===== src/rtl/moore_four_eg.sv =====
// moore_four_eg: Moore detector for a 4-bit serial PATTERN, out high while in DET
module moore_four_eg #(
  parameter logic [3:0] PATTERN = 4'b1010,
  parameter bit         OVERLAP = 1'b1
) (
  input  logic clk,
  input  logic rst,
  input  logic in,
  output logic out
);
  typedef enum logic [2:0] {S0, S1, S2, S3, DET} state_t;
  state_t state, state_nxt;
  // Next state = longest PATTERN prefix that is a suffix of the matched bits followed by b
  function automatic logic [2:0] step(input logic [2:0] k, input logic b);
    logic [2:0] m;
    logic [4:0] seq;
    logic [2:0] r;
    m = (k == 3'd4 && !OVERLAP) ? 3'd0 : k;
    seq = ((5'(PATTERN) >> (3'd4 - m)) << 1) | 5'(b);
    r = 3'd0;
    for (int l = 1; l <= 4; l++)
      if (l <= int'(m) + 1 && (seq & ((5'd1 << l) - 5'd1)) == (5'(PATTERN) >> (4 - l)))
        r = 3'(l);
    return (k > 3'd4) ? 3'd0 : r;
  endfunction
  always_comb state_nxt = state_t'(step(state, in));
  always_ff @(posedge clk or negedge rst)
    if (!rst) state <= S0;
    else state <= state_nxt;
  assign out = (state == DET);
endmodule


===== config.mk =====
export PLATFORM = sky130hd
export DESIGN_NAME = moore_four_eg
export DESIGN_NICKNAME = d
export VERILOG_FILES = /design/src/rtl/moore_four_eg.sv
export SDC_FILE = /design/constraint.sdc
export NUM_CORES = 1
export LEC_CHECK = 0
export CAP_MARGIN = 20
export CORE_AREA = 3 3 40 42
export CTS_CLUSTER_DIAMETER = 80
export DETAILED_ROUTE_END_ITERATION = 8
export DIE_AREA = 0 0 43 45
export MAX_ROUTING_LAYER = met4
export PLACE_DENSITY = 0.38
export SLEW_MARGIN = 15
export SYNTH_ARGS = -nofsm -noshare
export SYNTH_HDL_FRONTEND = slang
export SYNTH_SLANG_ARGS = --single-unit
export TNS_END_PERCENT = 30

===== constraint.sdc =====
create_clock -name clk -period 2.1 [get_ports clk]
set_input_delay 0.42 -clock clk [delete_from_list [all_inputs] [get_ports clk]]
set_output_delay 0.42 -clock clk [all_outputs]
set_load 0.05 [all_outputs]

==> results_dict.tcl, run 1 <==
set metrics [dict create \
    worstMarginPinSlew_ns 0.247 \
    fin_util_pct 28.9 \
    path_common_cell "ha_1" \
    cts_tree "built" \
    fp.dieArea_um2 1940 \
    critPathTopFamily "flip-flops" \
    grt_pass1_wl_um 945 \
    tns_ns 0 \
    rsz0062_at_grt "false" \
    cts_root_buf "clkbuf_4" \
    place_hpwl_um 468 \
    p_leak_nw 0.178 \
    cp.required_ns 1.68 \
    crit_path_cell_trace "inv_1, ha_1, ha_1, buf_12" \
    dp_slack_ns 0.428 \
    grt.overflow.total 0 \
    postCtsSetupRepairBufs 0 \
    largest_reg_flops 3 \
    crit_cells 4 \
    worst_hold_path_type "input port to asynchronous set/reset pin" \
    period_needed_ns 1.75 \
    drive_gt1_share_pct 18.9 \
    die_y_um 45 \
    syn_area_um2 279 \
    grt_start_max_net_pins 7 \
    cts_hold_buf 0 \
    period_share_pct 83.2 \
    boundaryPins 4 \
    syn_inst 29 \
    io_buffers 3 \
    fin_skew_ns 0.00798 \
    initial_core_util_pct 21.7 \
    coreArea_um2 1280 \
    finalPower_mw 0.222 \
    path_buf_inv 2 \
    grt_usage_pct 6.79 \
    crit_arrival_ns 1.33 \
    setup_ws_ns 0.352 \
    h-tree-depth 1 \
    endpoint_kind "primary output" \
    timing.max_cap.violations 0 \
    max_flop_register "state" \
    ir_drop_mv 0.193 \
    crit_type "register to primary output" \
    numCtsBuffers 3 \
    place.gp.congestion 0.860 \
    nNetsFinal 48 \
    path_clk_slew_ns 0.04 \
    avgRoutedWirePerCell_um 10.1 \
    critPathSlowestCell "dfrtp_1" \
    drv_slew 0 \
    status "complete, no violations" \
    numClockSinks 3 \
    cp-start-kind "register" \
    drcViolationCount 0 \
    powerDensity_nw_per_um2 597 \
    clock_path_buffers 2 \
    die_w_um 43 \
    synth_area_per_cell_um2 9.62 \
    critPathMaxStageDelay_ns 0.42 \
    ys_seq_elements 3 \
    drt-initial-drc-count 0 \
    ant_nets 0 \
    routed-via-count 237 \
    setup_viol 0 \
    top_regs "state (3)" \
    area_delta_synth_final_pct 33.2 \
    antenna_found_initial 0 \
    fillerInstances 144 \
    yosysWarnings 0 \
    synth_nets 39 \
    yosysSeqAreaShare_pct 26.9 \
    placementRows 13 \
    fmax_mhz 572 \
    crit_fanout 6 \
    r2r_cells 6 \
    layout.area.seq_um2 75.1 \
    grt_pass1_vias 226 \
    drtPass1Iterations 1 \
    slew-limit-headroom_pct 83.4 \
    insertion_delay_ns 0.23 \
    diodes 0 \
    synth_cell_types 15 \
    multi_input_area_um2 196 \
    layout_commonest_cell "ha_1" \
    post_cts_resized 0 \
    via_per_inst 4.56 \
    final_cell_mix "ha_1 (7), a21oi_1 (4), clkbuf_4 (3), dfrtp_1 (3)" \
    routed_wl_um 526 \
    timing.final.hold_violations 0 \
]
## Yosys cell counts
library cell | n | area, um2
o21ai_1 | 1 | 5.00
nor4b_1 | 1 | 8.76
nor3b_2 | 1 | 12.5
nor2_1 | 2 | 7.51
a21oi_1 | 4 | 20.0
nand2b_2 | 1 | 8.76
ha_1 | 7 | 87.6
o31ai_1 | 2 | 15.0
and4b_1 | 1 | 10.0
nor2b_1 | 1 | 6.26
and2_1 | 1 | 6.26
dfrtp_1 | 3 | 75.1
nand2_1 | 1 | 3.75
o21ai_0 | 1 | 5.00
inv_1 | 2 | 7.51
## through the flow
step,cell area [um2],hold slack [ns],cells
floorplan,279,0.124,29
global placement,345,0.619,48
detailed placement,345,0.622,48
CTS,372,0.369,52
global route,372,0.372,52
finish,372,0.370,52
## path summary, 6_finish.rpt
path / from / end / slack, ns
worst max-delay path: state[1] / out / 0.35
worst min-delay path: rst / state[0] / 0.37
worst max register to register: state[1] / state[0] / 0.47
worst min register to register: state[2] / state[1] / 0.69
max in group asynchronous: rst / state[1] / 1.58
min in group clk: state[2] / state[1] / 0.69
## where the power goes
| group | internal [mW] | total [mW] | switching [mW] |
|---|---|---|---|
| combinational | 0.0249 | 0.0527 | 0.0278 |
| sequential | 0.0628 | 0.0674 | 0.00459 |
| clock | 0.0713 | 0.102 | 0.0305 |
## layout make-up
| type | count | area share (%) |
|---|---|---|
| inverters | 2 | 2.02 |
| clock buffers | 4 | 7.07 |
| multi-input cells | 24 | 52.9 |
| flip-flops and latches | 3 | 20.2 |
| repair buffers | 4 | 12.8 |
| well taps | 15 | 5.05 |
## metal layers
layer	global-route usage, %	share of wire (%)
met3	2.39	0
met5	-	0
met1	7.26	42
met4	3.61	0
met2	11.1	58
## logic make-up (layout without fill, tap and decap cells)
| group | Yosys count | in the layout | synth area share, % |
|---|---|---|---|
| AO/OA/AOI/OAI | 8 | 8 | 16.1 |
| buffers and inverters | 2 | 10 | 2.69 |
| AND/OR/NAND/NOR | 9 | 9 | 22.9 |
| adder cells (fa/ha/maj) | 7 | 7 | 31.4 |
| flip-flops | 3 | 3 | 26.9 |
(Power assumes the default switching activity.)
==> run 2: changes to the inputs <==
clock period = 1.7 ns   (was 2.1 ns; I/O delays follow)
==> run 2 against run 1 <==
Compared with the run above:
- register-to-register slack worse by 0.29 ns
- clock skew down 0.00096 ns
- count of clock-buffer cells in the layout did not move
- power increased by 31%
- clock power rose by 27%
- hold slack got worse by 0.091 ns
- core utilization is 1.7 points higher
- combinational power up 50%
- sequential share of layout area down 1.1 points
- largest cell class unchanged
==> results_dict.tcl, run 2 (synthesis results as in run 1) <==
set metrics [dict create \
    status "complete, no violations" \
    critPathMaxStageDelay_ns 0.35 \
    path_common_cell "ha_1" \
    path_buf_inv 2 \
    critPathTopFamily "adder cells" \
    boundaryPins 4 \
    routed_wl_um 533 \
    worst_hold_path_type "input port to asynchronous set/reset pin" \
    drtPass1Iterations 2 \
    timing.final.hold_violations 0 \
    via_per_inst 4.30 \
    coreArea_um2 1280 \
    rsz0062_at_grt "false" \
    slew-limit-headroom_pct 85.4 \
    cts_root_buf "clkbuf_4" \
    place_hpwl_um 432 \
    grt_pass1_wl_um 986 \
    final_cell_mix "ha_1 (7), a21oi_1 (4), clkbuf_4 (3), buf_4 (3), dfrtp_1 (3)" \
    h-tree-depth 1 \
    numCtsBuffers 3 \
    placementRows 13 \
    setup_viol 0 \
    period_share_pct 92.6 \
    place.gp.congestion 0.825 \
    powerDensity_nw_per_um2 739 \
    layout_commonest_cell "ha_1" \
    grt_pass1_vias 226 \
    crit_type "register to primary output" \
    period_needed_ns 1.57 \
    crit_fanout 5 \
    avgRoutedWirePerCell_um 9.87 \
    fmax_mhz 635 \
    initial_core_util_pct 21.7 \
    drive_gt1_share_pct 28.2 \
    cp-startpoint "state[0]" \
    drv_slew 0 \
    fp.dieArea_um2 1940 \
    max_flop_register "state" \
    clock_path_buffers 2 \
    nNetsFinal 50 \
    path_clk_slew_ns 0.04 \
    endpoint_kind "primary output" \
    cp.required_ns 1.36 \
    cts_tree "built" \
    cp-start-kind "register" \
    die_y_um 45 \
    top_regs "state (3)" \
    io_buffers 3 \
    largest_reg_flops 3 \
    drt-initial-drc-count 2 \
    grt_usage_pct 7.39 \
    drcViolationCount 0 \
    ant_nets 0 \
    worstMarginPinSlew_ns 0.217 \
    grt_start_max_net_pins 7 \
    worstReg2RegStart "state[0]" \
    grt.overflow.total 0 \
    insertion_delay_ns 0.24 \
    area_delta_synth_final_pct 40.8 \
    finalPower_mw 0.290 \
    die_w_um 43 \
    fin_skew_ns 0.00702 \
    timing.max_cap.violations 0 \
    fillerInstances 135 \
    crit_arrival_ns 1.23 \
    numClockSinks 3 \
    p_leak_nw 0.189 \
    diodes 0 \
    tns_ns 0 \
    routed-via-count 232 \
    antenna_found_initial 0 \
    critPathSlowestCell "dfrtp_1" \
    ir_drop_mv 0.215 \
    crit_path_cell_trace "inv_2, ha_1, ha_1, buf_12" \
    cts_hold_buf 0 \
]
[run 2: worst paths after layout]
kind	end	slack, ns	cells past startpoint
max	out	0.13	4
min	state[0]	0.28	1
max reg2reg	state[1]	0.18	6
min reg2reg	state[1]	0.69	3
max in group asynchronous	state[1]	1.27	1
min in group clk	state[1]	0.69	3
[run 2: worst reg2reg max path, stage by stage (launching register included)]
cell and delay (ns):
dfrtp_1 0.35, inv_2 0.07, ha_1 0.21, ha_1 0.30
nor4b_2 0.27, o21ai_1 0.11, a21oi_1 0.13
[run 2: area by class of cell]
cell class / count / area (um2) / share of cell area, %
Timing Repair Buffer: 6 / 62.6 / 15.9
Inverter: 2 / 7.51 / 1.91
Clock buffer: 4 / 26.3 / 6.69
Multi-Input combinational cell: 24 / 203 / 51.6
Tap cell: 15 / 18.8 / 4.78
Sequential cell: 3 / 75.1 / 19.1
[run 2: layer usage]
layer | GRT usage [%] | part of all wire [%] | up-vias
li1 | - | - | 121
met1 | 8.47 | 45 | 107
met2 | 10.8 | 51 | 2
met3 | 1.20 | 0 | 2
met4 | 7.23 | 4.5 | 0
met5 | - | 0 | -
[run 2: timing repair]
action | CTS | global route
setup endpoints to repair | 0 | 3
endpoints found under the hold margin | 0 | 0
setup buffers | 0 | 0
resized for setup | 0 | 2
[run 2: through the flow]
stage | hold slack [ns] | setup slack (ns) | instances | instance area [um2] | utilization [%]
after floorplan | 0.0444 | 0.156 | 29 | 279 | -
after global placement | 0.535 | 0.121 | 50 | 360 | 28.0
after detailed placement | 0.532 | 0.0941 | 50 | 360 | 28.0
after CTS | 0.272 | 0.0600 | 54 | 387 | 30.1
after global routing | 0.284 | 0.00886 | 54 | 393 | 30.6
final | 0.279 | 0.126 | 54 | 393 | 30.6
[run 2: power by group]
group / internal [mW] / switching (mW)
clock: 0.0883 / 0.0417
sequential: 0.0776 / 0.00367
combinational: 0.0385 / 0.0408
